===== src/rtl/poly_horner_eval.sv =====
// -----------------------------------------------------------------------------
// poly_horner_eval
//   Sequential polynomial evaluator: y = k + sum(c[i] * x^i), i = 0..DEG,
//   all arithmetic modulo 2^W. Horner's method, one multiply-add per cycle.
//   Coefficients live in a small writable register file.
//
// Ports
//   clk, rst_n            clock (rising edge), async active-low reset
//   coef_we/idx/wdata     coefficient write port (only honoured in IDLE)
//   in_valid/in_ready     operand handshake, carries in_x and in_k
//   out_valid/out_ready   result handshake, carries out_y
// -----------------------------------------------------------------------------
module poly_horner_eval #(
    parameter int XW  = 2,
    parameter int W   = 5,
    parameter int DEG = 3,
    parameter int IW  = (DEG > 0) ? $clog2(DEG + 1) : 1
) (
    input  logic          clk,
    input  logic          rst_n,
    input  logic          coef_we,
    input  logic [IW-1:0] coef_idx,
    input  logic [W-1:0]  coef_wdata,
    input  logic          in_valid,
    output logic          in_ready,
    input  logic [XW-1:0] in_x,
    input  logic [W-1:0]  in_k,
    output logic          out_valid,
    input  logic          out_ready,
    output logic [W-1:0]  out_y
);

    // state | meaning
    // IDLE  | waiting for an operand; coefficient writes allowed
    // CALC  | one Horner multiply-add per edge, cnt walks DEG-1 down to 0
    // DONE  | result presented, held until the consumer accepts it
    typedef enum logic [1:0] {
        IDLE = 2'd0,
        CALC = 2'd1,
        DONE = 2'd2
    } state_t;

    state_t          state;
    state_t          state_nxt;

    logic [W-1:0]    coef [0:DEG];
    logic [W-1:0]    acc;
    logic [W-1:0]    k_r;
    logic [W-1:0]    y_r;
    logic [XW-1:0]   x_r;
    logic [IW-1:0]   cnt;

    logic            accept;
    logic            wr_en;
    logic [W-1:0]    c_top;
    logic [W-1:0]    c_cnt;
    logic [W-1:0]    mac;

    assign accept = in_valid && (state == IDLE);
    assign wr_en  = coef_we && (state == IDLE) && (32'(coef_idx) <= 32'(DEG));

    // Forward a same-edge write of the top coefficient so an evaluation
    // accepted together with that write starts from the new value.
    assign c_top = (wr_en && (coef_idx == IW'(DEG))) ? coef_wdata : coef[DEG];

    always_comb begin
        c_cnt = '0;
        for (int i = 0; i <= DEG; i++) begin
            if (cnt == IW'(i)) begin
                c_cnt = coef[i];
            end
        end
    end

    // k is folded in on the final step only.
    assign mac = acc * W'(x_r) + c_cnt + ((cnt == '0) ? k_r : '0);

    always_ff @(posedge clk or negedge rst_n) begin
        if (!rst_n) begin
            state <= IDLE;
        end else begin
            state <= state_nxt;
        end
    end

    always_comb begin
        state_nxt = state;
        in_ready  = 1'b0;
        out_valid = 1'b0;
        case (state)
            IDLE: begin
                in_ready = 1'b1;
                if (in_valid) begin
                    state_nxt = (DEG == 0) ? DONE : CALC;
                end
            end
            CALC: begin
                if (cnt == '0) begin
                    state_nxt = DONE;
                end
            end
            DONE: begin
                out_valid = 1'b1;
                if (out_ready) begin
                    state_nxt = IDLE;
                end
            end
            default: begin
                state_nxt = IDLE;
            end
        endcase
    end

    always_ff @(posedge clk or negedge rst_n) begin
        if (!rst_n) begin
            for (int i = 0; i <= DEG; i++) begin
                coef[i] <= '0;
            end
        end else begin
            for (int i = 0; i <= DEG; i++) begin
                if (wr_en && (coef_idx == IW'(i))) begin
                    coef[i] <= coef_wdata;
                end
            end
        end
    end

    always_ff @(posedge clk or negedge rst_n) begin
        if (!rst_n) begin
            acc <= '0;
            cnt <= '0;
            x_r <= '0;
            k_r <= '0;
            y_r <= '0;
        end else if (accept) begin
            x_r <= in_x;
            k_r <= in_k;
            if (DEG == 0) begin
                acc <= c_top + in_k;
                y_r <= c_top + in_k;
            end else begin
                acc <= c_top;
                cnt <= IW'(DEG - 1);
            end
        end else if (state == CALC) begin
            acc <= mac;
            cnt <= cnt - 1'b1;
            if (cnt == '0) begin
                y_r <= mac;
            end
        end
    end

    // Registered separately from acc so the output only moves on DONE entry.
    assign out_y = y_r;

endmodule

===== config.mk =====
export PLATFORM = sky130hd
export DESIGN_NAME = poly_horner_eval
export DESIGN_NICKNAME = d
export VERILOG_FILES = /design/src/rtl/poly_horner_eval.sv
export SDC_FILE = /design/constraint.sdc
export NUM_CORES = 1
export LEC_CHECK = 0
export ABC_AREA = 1
export CORE_MARGIN = 10
export CORE_UTILIZATION = 56
export CTS_BUF_LIST = sky130_fd_sc_hd__clkbuf_8 sky130_fd_sc_hd__clkbuf_16
export DETAILED_ROUTE_END_ITERATION = 16
export PLACE_DENSITY = 0.85
export SYNTH_ARGS = -nofsm -noshare
export SYNTH_HDL_FRONTEND = slang
export SYNTH_SLANG_ARGS = --single-unit

===== constraint.sdc =====
create_clock -name clk -period 4.1 [get_ports clk]
set_input_delay 0.82 -clock clk [delete_from_list [all_inputs] [get_ports clk]]
set_output_delay 0.82 -clock clk [all_outputs]
set_load 0.03 [all_outputs]

; ---- After elaboration in Yosys (flattened, before gate mapping)
; Cells that the tools add are included.
[totals]
regBits = 41
out_inout_bits = 7
wordCells = 54
[classes]
addsub = 3
n_mul = 1
eq_ne = 11
mux = 16
bitwise_logic = 1
n_reduce_logical = 12
[op_table]
columns = cell, count
row1 = 5-bit 2-to-1 mux, 8
row2 = 5-bit adder, 2
row3 = "2-bit == test, second input constant", 5
row4 = 2-bit 2-to-1 mux, 5
row5 = "2-bit by 1-bit == test with 1-bit output, second input constant", 3
row6 = 1-bit logical AND, 6
row7 = 2-bit logical NOT, 3
row8 = "2-bit != test, second input constant", 3
row9 = 2-bit case mux with 3 select lines, 1
row10 = 3-bit AND reduction, 2
row11 = 5-bit by 2-bit multiplier with 5-bit output, 1
row12 = 1-bit 2-to-1 mux, 2
row13 = 2-bit nonzero test, 1
row14 = "2-bit by 1-bit subtractor with 2-bit output, second input constant", 1
row15 = 1-bit inverter, 1

; ---- Longest topological paths before layout
[logic_depth]
ltp_word = 9
ltp_mapped = 22

; ---- Worst setup path before layout
; No wires, ideal clock.
[synth_timing]
path_type = reg2reg
from = register cnt[0]
to = register acc[4]
setup_time_ps = 116
t_arrival_ps = 3322
required_time_ps = 3984
path_slack_ps = 661
stages_incl_launch_ff = 23
path_buffers = 1
synth_period_minus_slack_ps = 3439
path_cell_list = dfrtp_1 -> inv_1 -> ha_1 -> buf_4 -> inv_1 -> nor2_1 -> a221oi_1 -> o31ai_1 -> fa_1 -> inv_1 -> fa_1 -> inv_1 -> ha_1 -> a21oi_1 -> nand2_1 -> nand2_1 -> nand2_1 -> nand2_1 -> nand2_1 -> nand2_1 -> nand3_1 -> nand2_1 -> nand2_1
[synth_via]
elab_chain_len = 9
[synth_lines]
columns = item, line_no
row1 = "start, declared", 51  ; logic [IW-1:0] cnt;
row2 = "start signal, assigned", 143  ; cnt <= IW'(DEG - 1);
row3 = "start signal, assigned", 147  ; cnt <= cnt - 1'b1;
row4 = 2-bit logical NOT, "69, 76"
row5 = 5-bit 2-to-1 mux (4 in series), 69  ; if (cnt == IW'(i)) begin
row6 = 5-bit adder, 76  ; assign mac = acc * W'(x_r) + c_cnt + ((cnt == '0) ? k_r : '0);
row7 = 5-bit adder (*), 76
row8 = 5-bit 2-to-1 mux (*), 145  ; end else if (state == CALC) begin
row9 = 5-bit 2-to-1 mux (*), 135  ; end else if (accept) begin
row10 = "end signal, assigned", 139  ; acc <= c_top + in_k;
row11 = "end signal, assigned", 142  ; acc <= c_top;
row12 = "end signal, assigned", 146  ; acc <= mac;
row13 = "end, declared", 47  ; logic [W-1:0] acc;
; Mark *: on every way between the ends. The rest lies on a longest branch, timed or not. The select of a mux whose other input is x is not followed.
; A chain may end at the register's enable or synchronous reset.

; ---- Worst setup path in the final report
; Ends and elaborated chain as after synthesis.

==> metrics.md <==
| Metric | Value |
|---|---|
| Hold Path Stages | `2` |
| First-pass iteration count of the detailed router | `4` |
| Number of remaining DRC errors | `0` |
| Max stage delay cell, worst path | `fa_1` |
| Setup Slack @ Placement | `0.431 ns` |
| Worst setup SP type | `flop` |
| Crit-path max FO | `4` |
| Cell Chain, Critical Path | `inv_1 > ha_1 > inv_1 > nor2_1 > a22oi_1 > a21oi_1 > a21oi_1 > fa_1 > inv_1 > fa_1 > ha_1 > a21oi_1 > nand2_1 > nand2_1 > nand2_1 > nand2_1 > nand2_1 > nand2_1 > nand3_1 > nand2_1 > nand2_1` |
| Root Buffer | `clkbuf_8` |
| Routed WL | `4.92 mm` |
| RR Endpoint | `acc[4]` |
| Port Buffers | `25` |
| Syn_nets | `313` |
| Sequential area share after synthesis | `44.4%` |
| Critical Path Max Stage Delay | `0.50 ns` |
| RR Startpoint | `cnt[0]` |
| Final period utilization | `91.7%` |
| CTS Buf Count | `5` |
| Clk_skew | `0.0107 ns` |
| Worst Path Buf+Inv | `3` |
| Reg2Reg Depth | `21` |
| Commonest non-fill, non-tap cell in the layout | `nand2_1` |
| Largest net degree at the start of global routing | `42` |
| Diode count | `0` |
| Share of cells above drive strength 1 | `9.39%` |
| Area of the mapped netlist | `2310 um2` |
| Critical Path Sink Type | `flop` |
| Gate Count Post-Synth | `278` |
| Via count | `1871` |
| Yosys cell types | `26` |
| Max cap viols | `0` |
| Arr. time, crit path | `3.95 ns` |
| Setup Buffers After CTS | `0` |
| Final Critical Period | `3.76 ns` |
| Peak supply drop | `0.399 mV` |
| Avg Vias per Cell | `5.21` |
| Clock transition at path regs | `0.09 ns` |
| CP Class | `reg -> reg` |
| # rows | `23` |
| Final Hold Violating Endpoints | `0` |
| Synthesis Warnings | `0` |
| Critical Path Stages | `21` |
| Die Width | `84.2 um` |
| Max Freq | `266 MHz` |
| Clk sinks | `41` |
| Area Overhead vs Synth | `17.7%` |
| Placer Congestion | `0.915` |
| DP Area | `2610 um2` |
| Status | `finished clean` |
| CTS tree | `yes` |
| Design area | `2720 um2` |
| Slew @ Worst Pin | `0.883 ns` |
| Hold Crit Start | `out_y[1]` |
| Max-slew violation count | `0` |
| Core area | `4000 um2` |
| Starting Density | `57.7%` |
| Hold Buf Count CTS | `0` |
| Max_slew headroom | `41.1%` |
| FILL cells | `314` |
| Power per cell area | `922 nW/um2` |
| Fin nets | `343` |
| Initial antenna violation count | `0` |
| Crit-path leading delay family | `adder cells` |
| HPWL after detailed placement | `3.76 mm` |
| RSZ-0062 raised after global routing | `no` |
| Antenna-violating nets left | `0` |
| CTS Buffer Depth | `2` |
| Die height | `84.2 um` |
| I/O pin count | `26` |
| CTS resizes | `0` |
| GR Overflow Total | `0` |
| DR iter-0 viols | `147` |
| Leak pwr | `1.42 nW` |
| Syn avg cell area | `8.30 um2` |
| # H-tree levels | `2` |
| Final setup viols | `0` |
| PnR worst setup slack | `0.340 ns` |
| Clk_lat worst skew | `0.30 ns` |
| Most frequent CP cell | `nand2_1` |
| Global-route wire length before repair | `8.49 mm` |
| Most frequent cells in the layout | `nand2_1, dfrtp_1, inv_1, clkdlybuf4s50_1, o21ai_0` |
| FF+latch count, synth | `41` |
| Setup TNS | `0 ns` |
| R2r setup slk | `0.34 ns` |
| Total track usage | `14.2%` |
| Vias in the first global route | `1941` |
| WHS Endpoint | `out_y[1]` |
| Worst min path class | `reg -> reg` |
| DIE AREA | `7090 um2` |
| DR WL/cell | `13.7 um` |
| Req. time, crit path | `4.29 ns` |
-- how the worst max path moves through the flow --
| stage | end | startpoint |
|---|---|---|
| detailed placement | acc[4] | cnt[0] |
| global placement | acc[4] | cnt[1] |
| floorplan | acc[4] | cnt[0] |
| finish | acc[4] | cnt[0] |
| global route | acc[4] | cnt[0] |
| CTS | acc[4] | cnt[0] |
-- tightest hold or removal path, cell delays in order, from the launching register on --
cell	delay [ns]
dfrtp_1	0.35
nand2_1	0.05
nand2_1	0.04
-- kinds of logic (layout without fill, tap and decap cells) --
logic type | Yosys count | count (layout) | synth area share, %
AOI/OAI and AO/OA | 48 | 48 | 12.1
and+or+nand+nor | 128 | 128 | 24.7
buffers and inverters | 44 | 75 | 7.43
DFF | 41 | 41 | 44.4
adders and majority gates | 16 | 16 | 10.9
xor gates and xnor gates | 1 | 1 | 0.379
-- final cells by class --
| type | instances | area [um2] | area share, % |
|---|---|---|---|
| multi-input combinational | 193 | 1110 | 40.9 |
| inverter | 41 | 154 | 5.66 |
| clock inverter | 3 | 42.5 | 1.57 |
| sequential | 41 | 1030 | 37.8 |
| clock buffer | 5 | 68.8 | 2.53 |
| timing repair buffer | 26 | 253 | 9.30 |
| tap | 50 | 62.6 | 2.30 |
-- cells in the mapped netlist --
cell type | n | area [um2]
a21oi_1 | 8 | 40.0
a221oi_1 | 2 | 17.5
a22oi_1 | 3 | 22.5
buf_2 | 2 | 10.0
buf_4 | 1 | 7.51
dfrtp_1 | 41 | 1030
fa_1 | 7 | 140
ha_1 | 9 | 113
inv_1 | 35 | 131
inv_2 | 6 | 22.5
nand2_1 | 101 | 379
nand2_2 | 2 | 12.5
nand2_4 | 2 | 22.5
nand3_1 | 8 | 40.0
nand3_2 | 3 | 30.0
nand3_4 | 1 | 17.5
nand4_1 | 1 | 6.26
nor2_1 | 8 | 30.0
nor2_4 | 1 | 11.3
nor2_8 | 1 | 20.0
o211ai_1 | 1 | 7.51
o21ai_0 | 20 | 100
o21ai_1 | 7 | 35.0
o21ai_2 | 4 | 35.0
o31ai_1 | 3 | 22.5
xor2_1 | 1 | 8.76
-- routing by layer --
metal | track usage (%) | wire length, um
met2 | 23.3 | 2360
met5 | 0 | 0
met4 | 5.02 | 79
met3 | 3.67 | 318
met1 | 17.6 | 2160
-- sequential cells by signal, indices dropped and copies added, names as in the netlist --
register,flops
out_y,5
coef,20
x_r,2
acc,5
cnt,2
k_r,5
state,2
-- through the flow --
| stage | hold slack, ns | power [W] | util (%) | cells |
|---|---|---|---|---|
| CTS | 0.477 | 0.00250 | 67.9 | 359 |
| global placement | 0.454 | 0.00211 | 65.2 | 351 |
| global route | 0.514 | 0.00275 | 67.9 | 359 |
| detailed placement | 0.458 | 0.00216 | 65.2 | 351 |
| finish | 0.470 | 0.00251 | 67.9 | 359 |
| floorplan | 0.448 | 0.00179 | - | 278 |
-- report_power, final --
| group | internal [W] | total [W] | switching, W |
|---|---|---|---|
| logic | 0.000545 | 0.00143 | 0.000890 |
| registers | 0.000608 | 0.000745 | 0.000138 |
| clock network | 0.000180 | 0.000325 | 0.000145 |
| total | 0.00133 | 0.00251 | 0.00117 |
Power figures use the tool's default switching activity.
